<file path="src/rtl/johnson_pkg.sv">
// Shared Johnson (twisted-ring) code helpers used by both the counter and decoder sides.
// Functions take the active width as an argument so one package serves every WIDTH up to MAX_WIDTH.
package johnson_pkg;

  localparam int MAX_WIDTH = 16;

  typedef enum logic [1:0] {HUNT, VERIFY, LOCKED} jdec_state_t;

  typedef logic [MAX_WIDTH-1:0] jcode_t;

  function automatic jcode_t johnson_next(input jcode_t c, input int w);
    jcode_t n;
    n = '0;
    for (int i = 0; i < MAX_WIDTH - 1; i++) begin
      if (i < w - 1) n[i] = c[i+1];
    end
    for (int i = 0; i < MAX_WIDTH; i++) begin
      if (i == w - 1) n[i] = ~c[0];
    end
    return n;
  endfunction

  // A code is legal exactly when it appears in the 2*w-long ring walked from zero.
  function automatic logic johnson_legal(input jcode_t c, input int w);
    jcode_t cur;
    logic   ok;
    cur = '0;
    ok  = 1'b0;
    for (int k = 0; k < 2 * MAX_WIDTH; k++) begin
      if ((k < 2 * w) && (cur == c)) ok = 1'b1;
      cur = johnson_next(cur, w);
    end
    return ok;
  endfunction

  function automatic int johnson_phase(input jcode_t c, input int w);
    int   pop;
    logic msb;
    pop = 0;
    msb = 1'b0;
    for (int i = 0; i < MAX_WIDTH; i++) begin
      if (i < w) pop += int'(c[i]);
      if (i == w - 1) msb = c[i];
    end
    if (c == '0) return 0;
    else if (msb) return pop;
    else return 2 * w - pop;
  endfunction

endpackage

</file>
<file path="src/rtl/johnson_code_check.sv">
// Combinational decode of one Johnson code word: legality, phase index, and whether
// it is the expected successor of the previously accepted code.
module johnson_code_check
  import johnson_pkg::*;
#(
  parameter int WIDTH = 4
) (
  input  logic [WIDTH-1:0]             code,
  input  logic [WIDTH-1:0]             prev,
  output logic                         legal,
  output logic [$clog2(2*WIDTH)-1:0]   phase,
  output logic                         succ
);

  localparam int PW = $clog2(2 * WIDTH);

  jcode_t code_ext;
  jcode_t prev_ext;
  jcode_t next_ext;

  always_comb begin
    code_ext             = '0;
    prev_ext             = '0;
    code_ext[WIDTH-1:0]  = code;
    prev_ext[WIDTH-1:0]  = prev;
    next_ext             = johnson_next(prev_ext, WIDTH);
    legal                = johnson_legal(code_ext, WIDTH);
    succ                 = legal && (next_ext == code_ext);
    phase                = PW'(johnson_phase(code_ext, WIDTH));
  end

endmodule

</file>
<file path="src/rtl/johnson_decoder.sv">
// Johnson phase receiver: decodes each sampled code and only trusts the phase once a
// hunt/verify/lock sequence has proven the stream coherent.
module johnson_decoder
  import johnson_pkg::*;
#(
  parameter int WIDTH    = 4,
  parameter int LOCK_CNT = 3,
  parameter int LOSS_CNT = 2
) (
  input  logic                         clk,
  input  logic                         reset_n,
  input  logic                         in_valid,
  input  logic [WIDTH-1:0]             code,
  output logic [$clog2(2*WIDTH)-1:0]   phase,
  output logic                         phase_valid,
  output logic                         code_err,
  output logic                         seq_err,
  output logic                         locked,
  output logic [7:0]                   err_count
);

  localparam int PW = $clog2(2 * WIDTH);

  jdec_state_t      state, state_n;
  logic [WIDTH-1:0] prev, prev_n;
  logic [3:0]       run, run_n;
  logic [3:0]       loss, loss_n;
  logic [PW-1:0]    phase_n;
  logic             phase_valid_n, code_err_n, seq_err_n;
  logic [7:0]       err_count_n;

  logic             legal, succ;
  logic [PW-1:0]    phase_dec;

  johnson_code_check #(.WIDTH(WIDTH)) u_check (
    .code  (code),
    .prev  (prev),
    .legal (legal),
    .phase (phase_dec),
    .succ  (succ)
  );

  always_ff @(posedge clk) begin
    if (!reset_n) begin
      state       <= HUNT;
      prev        <= '0;
      run         <= '0;
      loss        <= '0;
      phase       <= '0;
      phase_valid <= 1'b0;
      code_err    <= 1'b0;
      seq_err     <= 1'b0;
      err_count   <= '0;
    end else begin
      state       <= state_n;
      prev        <= prev_n;
      run         <= run_n;
      loss        <= loss_n;
      phase       <= phase_n;
      phase_valid <= phase_valid_n;
      code_err    <= code_err_n;
      seq_err     <= seq_err_n;
      err_count   <= err_count_n;
    end
  end

  always_comb begin
    state_n       = state;
    prev_n        = prev;
    run_n         = run;
    loss_n        = loss;
    phase_n       = phase;
    phase_valid_n = 1'b0;
    code_err_n    = 1'b0;
    seq_err_n     = 1'b0;
    err_count_n   = err_count;

    if (in_valid) begin
      unique case (state)
        HUNT: begin
          if (legal) begin
            prev_n  = code;
            run_n   = '0;
            state_n = VERIFY;
          end else begin
            code_err_n = 1'b1;
          end
        end
        VERIFY: begin
          if (!legal) begin
            code_err_n = 1'b1;
            state_n    = HUNT;
          end else if (succ) begin
            prev_n = code;
            run_n  = run + 4'd1;
            if (run + 4'd1 == 4'(LOCK_CNT)) begin
              state_n = LOCKED;
              loss_n  = '0;
            end
          end else begin
            seq_err_n = 1'b1;
            prev_n    = code;
            run_n     = '0;
          end
        end
        LOCKED: begin
          if (succ) begin
            prev_n        = code;
            phase_n       = phase_dec;
            phase_valid_n = 1'b1;
            loss_n        = '0;
          end else begin
            // A legal-but-wrong code still resynchronises prev so recovery can start from it.
            if (legal) begin
              seq_err_n = 1'b1;
              prev_n    = code;
            end else begin
              code_err_n = 1'b1;
            end
            loss_n = loss + 4'd1;
            if (loss + 4'd1 == 4'(LOSS_CNT)) begin
              state_n = HUNT;
              run_n   = '0;
            end
          end
        end
        default: state_n = HUNT;
      endcase

      if ((code_err_n || seq_err_n) && (err_count != 8'hFF)) begin
        err_count_n = err_count + 8'd1;
      end
    end
  end

  assign locked = (state == LOCKED);

endmodule

</file>
<file path="config.mk">
export PLATFORM = sky130hd
export DESIGN_NAME = johnson_decoder
export DESIGN_NICKNAME = d
export VERILOG_FILES = /design/src/rtl/johnson_pkg.sv /design/src/rtl/johnson_code_check.sv /design/src/rtl/johnson_decoder.sv
export SDC_FILE = /design/constraint.sdc
export NUM_CORES = 1
export LEC_CHECK = 0
export BUFFER_PORTS_ARGS = -buffer_cell sky130_fd_sc_hd__clkbuf_2
export CAP_MARGIN = 0
export CELL_PAD_IN_SITES_DETAIL_PLACEMENT = 1
export CELL_PAD_IN_SITES_GLOBAL_PLACEMENT = 1
export CORE_ASPECT_RATIO = 2
export CORE_MARGIN = 2
export CORE_UTILIZATION = 49
export CTS_BUF_LIST = sky130_fd_sc_hd__clkbuf_8
export DETAILED_ROUTE_END_ITERATION = 16
export PLACE_DENSITY_LB_ADDON = 0.1
export SYNTH_ARGS = -nofsm -noshare
export SYNTH_HDL_FRONTEND = slang
export SYNTH_SLANG_ARGS = --single-unit
</file>
<file path="constraint.sdc">
create_clock -name clk -period 6.3 [get_ports clk]
set_input_delay 1.26 -clock clk [delete_from_list [all_inputs] [get_ports clk]]
set_output_delay 1.26 -clock clk [all_outputs]
set_load 0.03 [all_outputs]
</file>
==> results.toml <==
[route]
detail_route.iter0.violations = 16
routed_wl_um = 4560
via_per_inst = 5.92
drtPass1Iterations = 6
ant_nets = 0
detail_route.wl_per_cell_um = 16.3
vias = 1652
drc = 0

[synth]
yosys_warnings = 0
synth_edf_count = 0
yosys.area.top_type = "dfxtp_1"
syn_inst = 214
synthTopCellsByArea = "dfxtp_1 (31%), ha_1 (11%), mux2i_1 (7.1%)"
synthFlopType = "dfxtp_1"
synthesis.area_um2 = 1830
ys_top_cells_by_count = "dfxtp_1 (28), nand2_1 (21), nor2_1 (18)"
synthArstFlopShare_pct = 0
yosysUniqueCellTypes = 49
synth.avg_cell_area_um2 = 8.54
yosysSeqAreaShare_pct = 30.7
netlist.area_leader.share_pct = 30.7
synth.most_common_cell = "dfxtp_1"
synth_seq_cells = 28
synth_fp_nets = 238

[placed_design]
place_inst = 275
dpl.hpwl_um = 3590
io_buffers = 21
placed_area_um2 = 1940
place_congestion = 0.821
dp_worst_setup_slack_ps = 2870

[worst_setup_path]
cp.arrival_ps = 3350
endpoint_kind = "flip-flop"
reg2reg_from = "state[0]"
r2r_setup_slack_ps = 3810
critical_path_required_ps = 6510
crit_type = "input port to flip-flop"
r2r-end = "err_count[3]"
start_kind = "input port"
path_max_fanout = 11
r2r_cells = 7

[floorplan]
dieWidth_um = 47.2
core_um2 = 3610
dieArea_um2 = 4260
initial_utilization_pct = 50.6
die_h_um = 90.4
io_pins = 22
num_rows = 31

[clock_network]
root_buffer = "clkbuf_8"
ctsResizeCount = 0
cts.sinks = 28
cts_inserted_buffers = 3
clk_path_buf_depth = 2
postCtsSetupRepairBufs = 0
clk_latency_ps = 280
htreeDepth = 1
cts_tree = "yes"
cts_hold_buf = 0
cts.clk_slew.worst_paths_ps = 100

[sta]
layout_setup_ws_ps = 3160
hold_viol = 0
finalSetupViolCount = 0
grt_setup_unrepaired = "false"
timing.fmax_ghz = 0.318
finalClockSkew_ps = 3.41
slew_viol_final = 0
slew_headroom_pct = 45.1
fin_tns_setup_ps = 0
fin_crit_sh_pct = 49.8
period_needed_ps = 3140
worst_pin_slew_ps = 801

[power_and_ir_drop]
power_mw = 0.449
p_per_area_nw_per_um2 = 225
p_leak_nw = 0.814
max-vdd-ir-drop_uv = 187

[min_path]
hp-start = "phase[2]"
whs_path_depth = 2
hold_path.class = "flip-flop to flip-flop"
min_to = "phase[2]"

[layout]
n_antenna_cell = 0
multiInputGateArea_um2 = 1160
drive_gt1_share_pct = 14.8
finalInstanceArea_um2 = 2000
final_nets = 255
seq_area_um2 = 561
area_delta_synth_final_pct = 9.32
fin_cells = 279
fillers = 460

[run_status]
status = "finished clean"

[global_route]
grt_pass1_wl_um = 7550
grt_max_degree = 20
grt_usage_pct = 23.3
grt_pass1_vias = 1698
grt_overflow = 0
antenna_found_initial = 0

[flow_run]
max_cap_violations = 0
## where the power goes
part / switching [mW] / total, mW / internal (mW)
clock: 0.0587 / 0.115 / 0.0561
combinational: 0.0915 / 0.139 / 0.0476
sequential: 0.00891 / 0.195 / 0.186
total: 0.159 / 0.449 / 0.290
## worst max-delay path, cell delays in order
cell	delay, ps
clkbuf_2	170
inv_1	90
ha_1	240
nor4_4	300
a211o_4	170
mux2i_1	680
o21ai_0	240
a21oi_1	180
## area by class of cell
| cell class | instances | area share [%] |
|---|---|---|
| repair buffers | 22 | 5.64 |
| well taps | 49 | 3.07 |
| clock buffers | 4 | 2.76 |
| flip-flops and latches | 28 | 28.1 |
| multi-input cells | 163 | 58.0 |
| inverters | 13 | 2.44 |
## kinds of logic (layout without fill, tap and decap cells)
| kind of cell | Yosys count | in the layout | share of synthesized area [%] |
|---|---|---|---|
| multiplexers | 14 | 14 | 7.74 |
| adder cells (fa/ha/maj) | 17 | 17 | 12.1 |
| AO/OA/AOI/OAI | 43 | 43 | 16.4 |
| flip-flops | 28 | 28 | 30.7 |
| buffers and inverters | 23 | 39 | 5.89 |
| AND/OR/NAND/NOR | 84 | 84 | 24.9 |
| XOR/XNOR | 5 | 5 | 2.40 |
## worst max path at each step
stage | from | cells past startpoint | slack [ps] | to
after global placement | code[3] | 10 | 2980 | phase[2]
after floorplan | code[0] | 9 | 3250 | phase[2]
after CTS | code[0] | 8 | 3150 | err_count[3]
after global routing | code[0] | 7 | 2990 | err_count[3]
final | code[1] | 8 | 3160 | err_count[3]
after detailed placement | code[0] | 8 | 2870 | err_count[3]
## cell usage in the layout, fill, tap and decap left out, types with 9 or more instances in the layout
| cell type | Yosys | layout |
|---|---|---|
| a21oi_1 | 10 | 10 |
| clkbuf_2 | 0 | 21 |
| dfxtp_1 | 28 | 28 |
| ha_1 | 16 | 16 |
| inv_1 | 12 | 12 |
| mux2i_1 | 13 | 13 |
| nand2_1 | 21 | 21 |
| nand3_1 | 10 | 10 |
| nor2_1 | 18 | 18 |
| o21ai_0 | 9 | 9 |
## per-layer routing
layer	up-vias	track usage, %	wire [um]
met3	7	2.60	85
li1	801	-	-
met4	0	8.10	84
met1	823	24.7	1720
met5	-	0	0
met2	21	43.2	2670
## through the flow
step | hold slack (ps) | utilization (%)
2_1_floorplan | 469 | -
3_3_place_gp | 442 | 53.8
4_1_cts | 493 | 55.4
3_5_place_dp | 479 | 53.8
6_report | 484 | 55.4
5_1_grt | 524 | 55.4
Note: power is estimated with default switching activity, not from simulation.
